==> src/rtl/tt_sweep_pkg.sv <==
// Shared types and constants for the truth-table sweep controller.
package tt_sweep_pkg;

  // Default gate under test: 4 inputs, truth table 0x616A, two settle cycles.
  localparam int DEF_N_IN          = 4;
  localparam int NUM_MINTERMS      = 2 ** DEF_N_IN;
  localparam int IDX_W             = DEF_N_IN;
  localparam int CNT_W             = DEF_N_IN + 1;
  localparam int DEF_SETTLE_CYCLES = 2;
  localparam logic [NUM_MINTERMS-1:0] DEF_EXPECTED_TT = 16'h616A;

  typedef enum logic [2:0] {
    ST_IDLE   = 3'd0,
    ST_DRIVE  = 3'd1,
    ST_SETTLE = 3'd2,
    ST_SAMPLE = 3'd3,
    ST_DONE   = 3'd4
  } state_e;

  // Settle counter width; kept at least 1 bit so SETTLE_CYCLES=0 still builds.
  function automatic int settle_w(input int settle_cycles);
    if (settle_cycles > 0) begin
      return $clog2(settle_cycles + 1);
    end else begin
      return 1;
    end
  endfunction

endpackage

==> src/rtl/tt_sweep_settle_timer.sv <==
// Loadable down-counter that times the settle interval after each minterm drive.
module tt_sweep_settle_timer #(
  parameter int W = 2
) (
  input  logic         clk,
  input  logic         rst_n,
  input  logic         load,
  input  logic [W-1:0] load_val,
  input  logic         dec,
  output logic [W-1:0] count,
  output logic         zero,
  output logic         reach_zero
);

  // Load on request, otherwise count down to zero and stop there.
  always_ff @(posedge clk or negedge rst_n) begin
    if (!rst_n) begin
      count <= '0;
    end else if (load) begin
      count <= load_val;
    end else if (dec && (count != '0)) begin
      count <= count - W'(1);
    end else begin
      count <= count;
    end
  end

  // zero: counter is idle at 0; reach_zero: this decrement brings it to 0.
  assign zero       = (count == '0);
  assign reach_zero = dec && (count == W'(1));

endmodule

==> src/rtl/tt_sweep_ctrl.sv <==
// Sweeps every input minterm of a combinational gate, records its truth table
// and compares it against the expected table.
module tt_sweep_ctrl
  import tt_sweep_pkg::*;
#(
  parameter int                      N_IN          = DEF_N_IN,
  parameter logic [(2**N_IN)-1:0]    EXPECTED_TT   = DEF_EXPECTED_TT,
  parameter int                      SETTLE_CYCLES = DEF_SETTLE_CYCLES
) (
  input  logic                   clk,
  input  logic                   rst_n,
  input  logic                   start,
  input  logic                   abort,
  input  logic                   gate_out,
  output logic [N_IN-1:0]        gate_in,
  output logic                   busy,
  output logic                   done,
  output logic                   pass,
  output logic [(2**N_IN)-1:0]   captured_tt,
  output logic [N_IN:0]          mismatch_cnt,
  output logic                   fail_valid,
  output logic [N_IN-1:0]        first_fail_idx
);

  localparam int NUM_MT = 2 ** N_IN;
  localparam int IW     = N_IN;
  localparam int CW     = N_IN + 1;
  localparam int TW     = settle_w(SETTLE_CYCLES);

  state_e        state_r;
  logic [IW-1:0] idx_r;
  logic [TW-1:0] settle_cnt_s;
  logic          settle_zero_s;
  logic          settle_last_s;
  logic          timer_load_s;
  logic          timer_dec_s;
  logic          mis_s;
  logic [CW-1:0] cnt_next_s;

  assign timer_load_s = (state_r == ST_DRIVE);
  assign timer_dec_s  = (state_r == ST_SETTLE);

  tt_sweep_settle_timer #(.W(TW)) u_timer (
    .clk        (clk),
    .rst_n      (rst_n),
    .load       (timer_load_s),
    .load_val   (TW'(SETTLE_CYCLES)),
    .dec        (timer_dec_s),
    .count      (settle_cnt_s),
    .zero       (settle_zero_s),
    .reach_zero (settle_last_s)
  );

  // Compare the live gate output with the expected bit and pre-compute the
  // updated mismatch count so pass can include the final sample.
  always_comb begin
    mis_s      = (gate_out != EXPECTED_TT[idx_r]);
    cnt_next_s = mismatch_cnt;
    if (mis_s) begin
      cnt_next_s = mismatch_cnt + CW'(1);
    end else begin
      cnt_next_s = mismatch_cnt;
    end
  end

  // Sweep FSM with all result registers; abort wins over everything in busy states.
  always_ff @(posedge clk or negedge rst_n) begin
    if (!rst_n) begin
      state_r        <= ST_IDLE;
      idx_r          <= '0;
      gate_in        <= '0;
      busy           <= 1'b0;
      done           <= 1'b0;
      pass           <= 1'b0;
      captured_tt    <= '0;
      mismatch_cnt   <= '0;
      fail_valid     <= 1'b0;
      first_fail_idx <= '0;
    end else begin
      done <= 1'b0;
      case (state_r)
        ST_IDLE, ST_DONE: begin
          if (start) begin
            captured_tt    <= '0;
            mismatch_cnt   <= '0;
            fail_valid     <= 1'b0;
            first_fail_idx <= '0;
            pass           <= 1'b0;
            idx_r          <= '0;
            busy           <= 1'b1;
            state_r        <= ST_DRIVE;
          end else begin
            state_r <= state_r;
          end
        end
        ST_DRIVE, ST_SETTLE, ST_SAMPLE: begin
          if (abort) begin
            state_r <= ST_IDLE;
            busy    <= 1'b0;
            gate_in <= '0;
            pass    <= 1'b0;
            idx_r   <= '0;
          end else if (state_r == ST_DRIVE) begin
            gate_in <= idx_r;
            state_r <= (SETTLE_CYCLES > 0) ? ST_SETTLE : ST_SAMPLE;
          end else if (state_r == ST_SETTLE) begin
            // settle_zero_s is a guard so a stale zero count can never stall the sweep
            if (settle_last_s || settle_zero_s) begin
              state_r <= ST_SAMPLE;
            end else begin
              state_r <= ST_SETTLE;
            end
          end else begin
            captured_tt[idx_r] <= gate_out;
            mismatch_cnt       <= cnt_next_s;
            if (mis_s && !fail_valid) begin
              fail_valid     <= 1'b1;
              first_fail_idx <= idx_r;
            end else begin
              first_fail_idx <= first_fail_idx;
            end
            if (idx_r == IW'(NUM_MT - 1)) begin
              state_r <= ST_DONE;
              done    <= 1'b1;
              busy    <= 1'b0;
              pass    <= (cnt_next_s == '0);
            end else begin
              idx_r   <= idx_r + IW'(1);
              state_r <= ST_DRIVE;
            end
          end
        end
        default: begin
          state_r <= ST_IDLE;
          busy    <= 1'b0;
        end
      endcase
    end
  end

endmodule

==> config.mk <==
export PLATFORM = sky130hd
export DESIGN_NAME = tt_sweep_ctrl
export DESIGN_NICKNAME = d
export VERILOG_FILES = /design/src/rtl/tt_sweep_pkg.sv /design/src/rtl/tt_sweep_settle_timer.sv /design/src/rtl/tt_sweep_ctrl.sv
export SDC_FILE = /design/constraint.sdc
export NUM_CORES = 1
export LEC_CHECK = 0
export CORE_UTILIZATION = 53
export CTS_CLUSTER_DIAMETER = 50
export DETAILED_ROUTE_END_ITERATION = 8
export PLACE_DENSITY = 0.9
export SYNTH_ARGS = -nofsm -noshare
export SYNTH_HDL_FRONTEND = slang
export SYNTH_HIERARCHICAL = 1
export SYNTH_SLANG_ARGS = --single-unit
==> constraint.sdc <==
create_clock -name clk -period 2.9 [get_ports clk]
set_clock_uncertainty 0.1 [all_clocks]
set_input_delay 0.29 -clock clk [delete_from_list [all_inputs] [get_ports clk]]
set_output_delay 0.29 -clock clk [all_outputs]
set_load 0.02 [all_outputs]
==> out/metrics.cfg, run 1 <==
[worst_setup_path]
cp-end-kind = flop
critPathLaunchType = flop
path_max_fanout = 8
worst-path-buf-inv = 1
arrival_ns = 2.45
critPathSlowestCell = dfrtp_1
critPathTopFamily = compound AO/OA/AOI/OAI gates
critPathMaxStageDelay_ns = 0.48
required_ns = 2.97
crit_path_cell_trace = inv_1 > ha_1 > mux2i_1 > a211o_1 > and2_1 > o311ai_0 > o41ai_1
crit_type = flop to flop

[flow_run]
maxCapViolations = 0

[route]
vias = 1985
ant_nets = 0
drt-total-wl_mm = 5.16
drc = 0
dr.pass1.iters = 4
first_iter_violations = 172
vias_per_cell = 5.98
wl_per_cell_um = 15.6

[cells_and_area]
utilization = 0.674
layoutNonFillerInstCount = 332
drive_gt1_frac = 0.0567
fin_nets = 293
num_antenna_cells = 0
fill_cells = 332
layout_common_cells = o21ai_0 (49), dfrtp_1 (42), clkdlybuf4s50_1 (36), a21oi_1 (24), nand2_1 (19)
layout_commonest_cell = o21ai_0
design_area_mm2 = 0.00274
syn2layout_area_growth_pct = 20.7

[floorplanning]
io_pins = 38
num_rows = 23
design.core.area_mm2 = 0.00406
die-area_mm2 = 0.00454
initial_core_util = 0.558
die_h_um = 67.4
die_w_um = 67.4

[global_route]
first_global_vias = 1933
antenna_found_initial = 0
grt_use_total = 0.264
grt_pass1_wl_mm = 8.86
gr-total-overflow = 0
grt_max_degree = 43

[synthesis]
yosys.area.top_type = dfrtp_1
seq_area_frac_synth = 0.464
synthCells = 249
syn-num-nets = 261
synth.distinct_cells = 48
synth_edf_count = 0
syn-cell-area_mm2 = 0.00227
synth_top_area_frac = 0.464
ys_async_sr_fraction = 1.00
synth-seq-cells = 42
synth_ff_type = dfrtp_1
yosysWarnings = 6
postSynthAreaPerCell_um2 = 9.10
ys_top_cells_by_area = dfrtp_1 (46%), o21ai_0 (11%), a21oi_1 (5.3%)

[clocking]
holdBufCountCts = 0
clk_pin_slew_worst_paths_ns = 0.08
cts_setup_buffers = 0
numClockSinks = 42
cts_tree = done
postCtsResizedCells = 0
clk_path_buf_depth = 2
cts_made_buffers = 5
insertion_delay_ns = 0.30
htree_levels = 2
cts_root_buf = clkbuf_8

[sta]
fin_crit_sh = 0.821
finalSetupViolCount = 0
max_clock_freq_ghz = 0.420
slew_headroom = 0.383
final.setup.tns_ns = 0
layout_min_cycle_time_ns = 2.38
setup_ws_ns = 0.519
worstMarginPinSlew_ns = 0.925
hold_viol = 0
slew_viol_final = 0
rsz0062_at_grt = false

[outcome]
status = finished, final reports clean

[power_and_ir_drop]
p_leak_uw = 0.00116
power_per_cell_area_mw_per_mm2 = 653
ir_worst_vdd_uv = 413

[place]
dpl_cell_area_mm2 = 0.00264
placedCellCount = 324
dp_hpwl_mm = 3.71
place_ws_ns = 0.500
place.gp.congestion = 0.898
io_buffers = 37

[min_path]
hp-class = input port to async pin

## power by group
| group | internal, uW | total [uW] | switching (uW) |
|---|---|---|---|
| logic | 256 | 652 | 395 |
| clock network | 191 | 397 | 206 |
| registers | 639 | 738 | 98.6 |
## cell type report
cell class / instances / area, um2 / area share
clock buffers: 6 / 82.6 / 0.0302
clock inverters: 2 / 12.5 / 0.00457
inverters: 9 / 33.8 / 0.0124
multi-input cells: 185 / 1120 / 0.409
flip-flops and latches: 42 / 1050 / 0.384
well taps: 50 / 62.6 / 0.0229
repair buffers: 38 / 373 / 0.136
## cells in the mapped netlist, drive strengths merged (4+ instances only)
library cell,instances
a31oi,4
nor4,4
ha,7
nor2,12
clkbuf,9
and2,4
o21ai,49
nor2b,7
buf,4
a22o,6
a21oi,24
inv,9
nand2,19
dfrtp,42
nand3,5
## kinds of logic after synthesis
group | count (synthesis) | synth area share
other cells | 2 | 0.00331
flops | 42 | 0.464
fa+ha+maj | 7 | 0.0387
mux | 4 | 0.0182
buf+inv | 22 | 0.0420
compound gates | 101 | 0.262
simple gates | 68 | 0.161
xor+xnor | 3 | 0.0116
## worst reg2reg max path: stages, from the launching register on
cell and delay [ns]:
dfrtp_1 0.48, inv_1 0.12, ha_1 0.27, mux2i_1 0.14, a211o_1 0.38, and2_1 0.28, o311ai_0 0.33, o41ai_1 0.14
## stage by stage
step / power, uW / hold slack (ns)
after floorplan: 1220 / -0.106
after global placement: 1360 / 0.365
after detailed placement: 1390 / 0.368
after CTS: 1790 / 0.0448
after global routing: 1920 / 0.0969
final: 1790 / 0.0286
## layer usage
| layer | vias up | GRT usage | part of all wire |
|---|---|---|---|
| met5 | - | 0 | 0 |
| met4 | 0 | 0.128 | 0.025 |
| met3 | 12 | 0.0557 | 0.060 |
| met2 | 78 | 0.428 | 0.47 |
| met1 | 930 | 0.333 | 0.45 |
| li1 | 965 | - | - |
## worst paths after layout
check	from	to	slack (ns)	cells after the start
worst max register to register	idx_r[0]	mismatch_cnt[2]	0.52	7
worst min-delay path	rst_n	idx_r[0]	0.03	1
max in group asynchronous	rst_n	u_timer/count[0]	2.11	1
worst max-delay path	idx_r[0]	mismatch_cnt[2]	0.52	7
worst min register to register	captured_tt[14]	captured_tt[14]	0.41	2
min in group clk	captured_tt[14]	captured_tt[14]	0.41	2
## registers in the layout (all words and copies together) (netlist names)
register        cells
captured_tt        16
busy                1
first_fail_idx      4
done                1
pass                1
u_timer/count       2
mismatch_cnt        5
state_r             3
gate_in             4
fail_valid          1
idx_r               4
Power figures use the tool's default switching activity.
==> run 2: changes to the inputs <==
- clock period: 2.9 -> 2.4 ns (I/O delays scaled with it)
==> out/metrics.cfg, run 2 (synthesized netlist as in run 1, its figures left out) <==
[power_and_ir_drop]
ir_worst_vdd_uv = 659  ; +60%
p_leak_uw = 0.00122  ; +5.3%
power_per_cell_area_mw_per_mm2 = 815  ; +25%

[worst_setup_path]
crit_cells = 7  ; unchanged
reg2reg_from = idx_r[1]
r2r_slack_ns = 0.16  ; -0.36 ns
critPathTopFamily = compound AO/OA/AOI/OAI gates
cp-endpoint = mismatch_cnt[2]
r2r_cells = 7  ; unchanged
crit_type = flop to flop
cp-end-kind = flop
critPathMaxStageDelay_ns = 0.47  ; about the same
critPathSlowestCell = dfrtp_1
worst-path-buf-inv = 1  ; unchanged
startpoint = idx_r[1]
crit_path_cell_trace = inv_1 > ha_1 > nor2b_1 > a211o_1 > and2_2 > o311ai_1 > o41ai_1
path_max_fanout = 8  ; unchanged
r2r-end = mismatch_cnt[2]
arrival_ns = 2.32  ; -0.13 ns
critPathLaunchType = flop
required_ns = 2.48  ; -0.49 ns

[sta]
slew_headroom = 0.377  ; -0.00614
hold_viol = 0  ; unchanged
worstMarginPinSlew_ns = 0.935  ; +0.00922 ns
finalSetupViolCount = 0  ; unchanged
slew_viol_final = 0  ; unchanged
final.setup.tns_ns = 0  ; unchanged
layout_min_cycle_time_ns = 2.24  ; -0.143 ns
fin_crit_sh = 0.932  ; +0.112
max_clock_freq_ghz = 0.447  ; +6.4%
setup_ws_ns = 0.162  ; -0.357 ns
rsz0062_at_grt = false
hold_slack_ns = 0.403  ; +0.375 ns

[place]
dpl_cell_area_mm2 = 0.00271  ; +2.6%
place.gp.congestion = 0.988  ; +10%
place_ws_ns = 0.0710  ; -0.429 ns
dp_hpwl_mm = 3.84  ; +3.4%
io_buffers = 37  ; unchanged

[global_route]
antenna_found_initial = 0  ; unchanged
grt_pass1_wl_mm = 8.91  ; +0.54%
grt_util_met3 = 0.0557  ; unchanged
grt_use_total = 0.266  ; +0.00212
met1_usage = 0.332  ; -0.000705
busiest_layer = met2
grt.met2_usage = 0.429  ; +0.00125
gr-total-overflow = 0  ; unchanged
first_global_vias = 1929  ; -0.21%
grt_max_degree = 43  ; unchanged

[cells_and_area]
fin_nets = 303  ; +3.4%
layout_commonest_cell = o21ai_0
num_antenna_cells = 0  ; unchanged
fill_cells = 318  ; -4.2%
layout_common_cells = o21ai_0 (49), dfrtp_1 (42), clkdlybuf4s50_1 (36), a21oi_1 (24), nand2_1 (19)
multi_input_area_mm2 = 0.00112  ; +0.22%
largest-register = captured_tt
final-seq-area_mm2 = 0.00105  ; unchanged
largest_reg_flops = 16  ; unchanged
design_area_mm2 = 0.00283  ; +3.4%
reg_top3 = captured_tt x16, mismatch_cnt x5
syn2layout_area_growth_pct = 24.8
drive_gt1_frac = 0.0890  ; +0.0323

[floorplanning]
io_pins = 38  ; unchanged
die_w_um = 67.4  ; unchanged
die_h_um = 67.4  ; unchanged
num_rows = 23  ; unchanged
design.core.area_mm2 = 0.00406  ; unchanged
die-area_mm2 = 0.00454  ; unchanged
initial_core_util = 0.558  ; unchanged

[route]
wl_per_cell_um = 15.7  ; +0.67%
first_iter_violations = 135  ; -22%
ant_nets = 0  ; unchanged
vias_per_cell = 6.02  ; +0.69%
drt-total-wl_mm = 5.36  ; +3.7%
vias = 2059  ; +3.7%
dr.pass1.iters = 4  ; unchanged
drc = 0  ; unchanged

[clocking]
clk_pin_slew_worst_paths_ns = 0.09  ; about the same
numClockSinks = 42  ; unchanged
cts_tree = done
cts_made_buffers = 5  ; unchanged
cts_root_buf = clkbuf_8
insertion_delay_ns = 0.31  ; about the same
htree_levels = 2  ; unchanged
cts_setup_buffers = 0  ; unchanged
clk_path_buf_depth = 2  ; unchanged

[outcome]
status = finished, final reports clean

[min_path]
hp-class = flop to flop

[flow_run]
maxCapViolations = 0  ; unchanged

[run 2: where the power goes]
group	switching [uW]	internal, uW
clock network	255	306
logic	528	358
registers	84.5	773
total	867	1440
[run 2: worst register-to-register path: cells and delay by family (launching register included)]
kind | cells | cell delay (ns)
AOI/OAI and AO/OA | 3 | 0.78
adders and majority gates | 1 | 0.33
and+or+nand+nor | 2 | 0.33
buffers and inverters | 1 | 0.11
DFF | 1 | 0.47
[run 2: worst min-delay path by stage]
stage	start	endpoint	cells past startpoint	slack [ns]
finish	gate_in[3]	gate_in[3]	2	0.40
global route	first_fail_idx[2]	first_fail_idx[2]	1	0.43
CTS	first_fail_idx[3]	first_fail_idx[3]	1	0.41
detailed placement	rst_n	captured_tt[11]	1	0.33
global placement	rst_n	gate_in[2]	1	0.31
floorplan	rst_n	busy	0	-0.16
[run 2: cell type report]
class,count,area share
clock buffer,5,0.0243
clock inverter,3,0.0142
inverter,9,0.0119
multi-input combinational,185,0.397
sequential,42,0.372
tap,50,0.0221
timing repair buffer,48,0.159
[run 2: what timing repair did]
action / 4_1_cts / 5_1_grt
setup endpoints to repair: 0 / 2
endpoints found under the hold margin: 5 / 0
resized for setup: 0 / 3
hold buffers: 1 / 0
[run 2: stage by stage]
step	util	cells	total power, uW
after CTS	0.697	342	2300
after floorplan	-	249	1470
final	0.697	342	2310
after global placement	0.667	333	1700
after detailed placement	0.667	333	1730
after global routing	0.697	342	2460
[run 2: routing by layer]
metal,vias up,part of all wire
li1,986,-
met1,985,0.46
met2,76,0.47
met3,12,0.046
met4,0,0.021
met5,-,0
